`src/rtl/fir_pkg.sv`:
```
// Shared constants and sizing helpers for the FIR result collector slice.
package fir_pkg;

    localparam int SIZE_DEF = 8;
    localparam int Y_W      = 2 * SIZE_DEF;

    function automatic int clog2(input int n);
        int r;
        r = 0;
        while ((1 << r) < n) r++;
        return r;
    endfunction

    // Width needed to hold a count from 0 to n inclusive.
    function automatic int fill_w(input int n);
        return clog2(n + 1);
    endfunction

endpackage

```
`src/rtl/fir_result_collector_if.sv`:
```
// Result stream handshake leaving the FIR collector.
interface fir_result_collector_if
    import fir_pkg::*;
#(
    parameter int W = Y_W
) ();

    logic [W-1:0] out_data;
    logic         out_valid;
    logic         out_ready;

    modport master (
        output out_data,
        output out_valid,
        input  out_ready
    );

    modport slave (
        input  out_data,
        input  out_valid,
        output out_ready
    );

endinterface

```
`src/rtl/fir_sync_fifo.sv`:
```
// First-word-fall-through synchronous FIFO with occupancy counter.
module fir_sync_fifo
    import fir_pkg::*;
#(
    parameter int WIDTH = Y_W,
    parameter int DEPTH = 8
) (
    input  logic                     clk,
    input  logic                     reset,
    input  logic                     push,
    input  logic                     pop,
    input  logic [WIDTH-1:0]         din,
    output logic [WIDTH-1:0]         dout,
    output logic                     full,
    output logic                     empty,
    output logic [fill_w(DEPTH)-1:0] count
);

    localparam int PW = clog2(DEPTH);
    localparam int CW = fill_w(DEPTH);

    logic [WIDTH-1:0] mem [DEPTH];
    logic [PW-1:0]    wr_ptr;
    logic [PW-1:0]    rd_ptr;
    logic             do_push;
    logic             do_pop;

    assign empty   = (count == '0);
    assign full    = (count == CW'(DEPTH));
    assign do_pop  = pop && !empty;
    // A full FIFO still accepts a word when the head leaves in the same edge.
    assign do_push = push && (!full || do_pop);
    assign dout    = empty ? '0 : mem[rd_ptr];

    always_ff @(posedge clk) begin
        if (do_push) mem[wr_ptr] <= din;
    end

    always_ff @(posedge clk) begin
        if (!reset) begin
            wr_ptr <= '0;
            rd_ptr <= '0;
            count  <= '0;
        end else begin
            if (do_push) wr_ptr <= wr_ptr + PW'(1);
            if (do_pop)  rd_ptr <= rd_ptr + PW'(1);
            count <= count + CW'(do_push) - CW'(do_pop);
        end
    end

endmodule

```
`src/rtl/fir_result_collector.sv`:
```
// Drain end of the systolic FIR chain: tags, warm-up drop, FIFO, credit.
// Optional drop counter port enabled by COLLECTOR_DROP_COUNT_EN.
module fir_result_collector
    import fir_pkg::*;
#(
    parameter int SIZE   = SIZE_DEF,
    parameter int TAPS   = 4,
    parameter int LAT    = TAPS,
    parameter int WARMUP = TAPS - 1,
    parameter int DEPTH  = 8
) (
    input  logic                     clk,
    input  logic                     reset,
    input  logic                     start,
    input  logic                     in_valid,
    output logic                     in_ready,
    input  logic [2*SIZE-1:0]        chain_y,
    fir_result_collector_if.master   res,
    output logic                     overflow,
    output logic [fill_w(DEPTH)-1:0] fill_level
`ifdef COLLECTOR_DROP_COUNT_EN
    ,
    output logic [15:0]              drop_count
`endif
);

    localparam int IFW  = fill_w(LAT);
    localparam int WU_W = (WARMUP > 0) ? fill_w(WARMUP) : 1;

    logic [LAT-1:0]  tags;
    logic [LAT:0]    shifted;
    logic [IFW-1:0]  in_flight;
    logic [WU_W-1:0] wu_cnt;
    logic            exit_tag;
    logic            push;
    logic            pop;
    logic            full;
    logic            empty;
    logic            drop;

    assign shifted  = {tags, in_valid};
    assign exit_tag = tags[LAT-1];
    // start abandons whatever is leaving the chain this cycle.
    assign push     = exit_tag && !start && (wu_cnt == '0);
    assign pop      = res.out_valid && res.out_ready;
    assign drop     = push && full && !pop;
    assign in_ready = (32'(fill_level) + 32'(in_flight)) < 32'(DEPTH);

    assign res.out_valid = !empty;

    fir_sync_fifo #(
        .WIDTH (2*SIZE),
        .DEPTH (DEPTH)
    ) u_fifo (
        .clk   (clk),
        .reset (reset),
        .push  (push),
        .pop   (pop),
        .din   (chain_y),
        .dout  (res.out_data),
        .full  (full),
        .empty (empty),
        .count (fill_level)
    );

    always_ff @(posedge clk) begin
        if (!reset) begin
            tags      <= '0;
            in_flight <= '0;
            wu_cnt    <= WU_W'(WARMUP);
            overflow  <= 1'b0;
        end else begin
            if (drop) overflow <= 1'b1;
            if (start) begin
                tags      <= LAT'(in_valid);
                in_flight <= IFW'(in_valid);
                wu_cnt    <= WU_W'(WARMUP);
            end else begin
                tags      <= shifted[LAT-1:0];
                in_flight <= in_flight + IFW'(in_valid) - IFW'(exit_tag);
                if (exit_tag && wu_cnt != '0) wu_cnt <= wu_cnt - WU_W'(1);
            end
        end
    end

`ifdef COLLECTOR_DROP_COUNT_EN
    always_ff @(posedge clk) begin
        if (!reset) begin
            drop_count <= '0;
        end else if (drop && drop_count != 16'hFFFF) begin
            drop_count <= drop_count + 16'd1;
        end
    end
`endif

endmodule

```
`src/flat_wrapper.sv`:
```
// flat-port wrapper written by rule: the top's interface ports become plain ports
module fir_result_collector_flat import fir_pkg::*;
#(
    parameter int SIZE   = SIZE_DEF,
    parameter int TAPS   = 4,
    parameter int LAT    = TAPS,
    parameter int WARMUP = TAPS - 1,
    parameter int DEPTH  = 8
)
  (clk, reset, start, in_valid, in_ready, chain_y, overflow, fill_level, res_out_data, res_out_valid, res_out_ready);
  fir_result_collector_if #(.W(16)) res_i ();
  input  logic clk;
  input  logic reset;
  input  logic start;
  input  logic in_valid;
  output logic in_ready;
  input  logic [2*SIZE-1:0] chain_y;
  output logic overflow;
  output logic [fill_w(DEPTH)-1:0] fill_level;
  output wire logic [$bits(res_i.out_data)-1:0] res_out_data;
  output wire logic [$bits(res_i.out_valid)-1:0] res_out_valid;
  input wire logic [$bits(res_i.out_ready)-1:0] res_out_ready;
  assign res_out_data = res_i.out_data;
  assign res_out_valid = res_i.out_valid;
  assign res_i.out_ready = res_out_ready;
  fir_result_collector #(.SIZE(SIZE), .TAPS(TAPS), .LAT(LAT), .WARMUP(WARMUP), .DEPTH(DEPTH)) u_core (.clk(clk), .reset(reset), .start(start), .in_valid(in_valid), .in_ready(in_ready), .chain_y(chain_y), .res(res_i), .overflow(overflow), .fill_level(fill_level));
endmodule
```
`config.mk`:
```
export PLATFORM = sky130hd
export DESIGN_NAME = fir_result_collector_flat
export DESIGN_NICKNAME = d
export VERILOG_FILES = /design/src/rtl/fir_pkg.sv /design/src/rtl/fir_result_collector_if.sv /design/src/rtl/fir_sync_fifo.sv /design/src/rtl/fir_result_collector.sv /design/src/flat_wrapper.sv
export SDC_FILE = /design/constraint.sdc
export NUM_CORES = 1
export LEC_CHECK = 0
export BUFFER_PORTS_ARGS = -buffer_cell sky130_fd_sc_hd__buf_4
export CORE_ASPECT_RATIO = 1.25
export CORE_MARGIN = 8
export CORE_UTILIZATION = 35
export CTS_BUF_LIST = sky130_fd_sc_hd__clkbuf_4
export CTS_CLUSTER_SIZE = 24
export DETAILED_ROUTE_END_ITERATION = 6
export PLACE_DENSITY = 0.62
export SETUP_SLACK_MARGIN = 0.05
export SYNTH_ARGS = -nofsm -noshare
export SYNTH_HDL_FRONTEND = slang
export SYNTH_SLANG_ARGS = --single-unit
```
`constraint.sdc`:
```
create_clock -name clk -period 4.4 [get_ports clk]
set_input_delay 0.88 -clock clk [delete_from_list [all_inputs] [get_ports clk]]
set_output_delay 0.88 -clock clk [all_outputs]
set_load 0.05 [all_outputs]
```
==> results by group <==
Yosys
  – Syn Nets: 347
  – Synth Flop Type: edfxtp_1
  – Post-synth ARST share: 0%
  – Register bit count reported by yosys: 151
  – Largest cells by area after synthesis: edfxtp_1 64%, mux4_2 12%, dfxtp_1 7.7%
  – Post-synth cell types: 39
  – Sequential element share of the synthesized area: 71.91%
  – Post-synth EDFFs: 128
  – Top cell type's share of synthesized area: 64.21%
  – Syn Inst Count: 312
  – Syn Area/Cell: 19.19 um2
  – Leading area contributor after synthesis: edfxtp_1
  – Syn. warnings: 0
  – Commonest cells in the netlist: 128 x edfxtp_1, 32 x mux4_2, 23 x dfxtp_1
  – Synth Cell Area: 5986 um2
  – Cell with the most instances after synthesis: edfxtp_1

STA
  – Max-slew violations: 0
  – Final period utilization: 76.09%
  – Slew margin rel.: 43.03%
  – Setup TNS: 0 ns
  – Final Skew: 0.01265 ns
  – Unrepaired setup endpoints after global routing: no
  – Slew @ Worst Pin: 0.8540 ns
  – Crit path time final: 3.348 ns
  – Fmax: 298.7 MHz
  – Setup-failing EPs final: 0
  – Hold Vio Cnt, Final: 0

Placed design
  – Hpwl dp: 6853 um
  – GPL Wtd Cong: 0.7146
  – Port Buf Inserts: 43

Power
  – P per Cell Area: 527.3 nW/um2
  – Leakage power: 2.373 nW
  – Peak VDD IR: 0.3833 mV

Finish
  – Final nets: 405
  – Post-Route Utilization: 40.97%
  – Fraction of layout cells with a size suffix above 1: 31.41%
  – Area growth, synth to finish: 14.84%

Floorplan
  – # IOs: 44
  – Die area: 21,570 um2
  – Die Ht: 162.2 um
  – Die Wd: 133.0 um
  – Starting Density: 35.68%
  – FP Rows: 53
  – Core area: 16,780 um2

Routing
  – Average routed wire per standard cell: 17.94 um
  – Final WL: 10,820 um
  – DRC violations left: 0
  – Via count: 2,951
  – First drt pass iteration count: 4
  – 1st-iter DRT viols: 203
  – Drt via density: 4.894
  – Post-route ant nets: 0

Job
  – Max_cap viols: 0

Critical path
  – CP Launch Type: flip-flop
  – Crit end category: output port
  – CP Data Arrival Time: 2.47 ns
  – CP max FO: 13
  – Setup slack, reg-to-reg: 1.60 ns
  – Critical path required time: 3.52 ns
  – Critical path class: reg2out

Clock tree
  – Clk_lat worst skew: 0.53 ns
  – CTS Buf Count: 17
  – Clock transition at path regs: 0.11 ns
  – Clock sinks: 151
  – # H-tree levels: 4
  – Root buffer cell: clkbuf_4
  – CTS tree: built
  – Maximum clock path buffer count: 2
  – Post-CTS Setup Bufs: 0
  – # hold bufs at CTS: 0
  – Gates resized, CTS repair: 0

Status
  – Outcome: finished clean

Global route
  – First-pass GRT wire length: 17,310 um
  – Pin count of the biggest net entering global routing: 33
  – Initial antenna violation count: 1
  – Vias in the first global route: 3,167
  – Aggregate global-route resource usage: 10.58%
  – GRT overflow: 0

Worst hold path
  – Hold WC Path Type: reg2reg
[worst paths after layout]
kind | from | end | depth (start not counted)
max | flip-flop | res_out_data[7] | 4
min | u_core.tags[2] | u_core.tags[3] | 1
max reg2reg | u_core.u_fifo.count[2] | u_core.u_fifo.mem[5][11] | 5
min reg2reg | u_core.tags[2] | u_core.tags[3] | 1
[worst max-delay path, stage by stage (launching register included)]
cell and delay [ns]:
dfxtp_2 0.60, buf_4 0.35, mux4_2 0.55, a22o_1 0.24, buf_4 0.19
[flip-flops by register name, indices dropped and copies added (netlist names), named ones only]
register              flops
u_core.u_fifo.mem       128
u_core.tags               4
u_core.u_fifo.count       4
u_core.in_flight          3
u_core.u_fifo.rd_ptr      3
u_core.u_fifo.wr_ptr      3
u_core.wu_cnt             2
u_core.overflow           1
[layout by cell type (no fill, tap or decap), drive strengths merged, types with 8 or more instances in the layout]
cell type  synthesis  layout
edfxtp           128     128
buf               11      51
mux4              32      32
dfxtp             23      23
clkbuf             1      21
a22o              16      16
inv               14      14
ha                12      12
nand2              9       9
nor2               8       8
[logic make-up after synthesis]
family          Yosys count  synth area share [%]
buf+inv                  27                 2.466
xor+xnor                  4                0.5854
simple gates             46                 4.745
compound gates           31                 3.909
fa+ha+maj                14                 3.177
mux                      39                 13.21
flops                   151                 71.91
[area by class of cell]
type                    count  area, um2
repair buffers             51      382.9
clock buffers              21      157.7
flip-flops and latches    151       4305
well taps                 220      275.3
fillers                  1523       9903
multi-input cells         134       1564
clock inverters            10      130.1
inverters                  15      56.30
diodes                      1      2.502
[metrics by stage]
step | hold WS (ns) | setup slack [ns] | power [W] | std cells | cell area [um2]
after floorplan | 0.4057 | 0.7516 | 0.002499 | 312 | 5986
after global placement | 0.4138 | 1.352 | 0.002802 | 571 | 6584
after detailed placement | 0.4119 | 1.237 | 0.002817 | 571 | 6584
after CTS | 0.4444 | 0.9358 | 0.003676 | 602 | 6872
after global routing | 0.4575 | 0.8679 | 0.003793 | 603 | 6874
final | 0.4385 | 1.052 | 0.003625 | 603 | 6874
[report_power, final]
part	internal, W	leakage (nW)	switching (W)
registers	0.00158	1.34	0.0000490
clock network	0.000410	0.150	0.000451
logic	0.000433	0.885	0.000706
total	0.00242	2.37	0.00121
[per-layer routing]
metal  vias to the layer above  global-route usage, %  wire length, um
met3                        20                  3.708              554
met5                         -                      0                0
li1                       1360                      -                -
met4                         0                  5.329              253
met2                        58                  17.35             5455
met1                      1513                  12.04             4552
No activity file was read; power rests on OpenSTA's default activity.
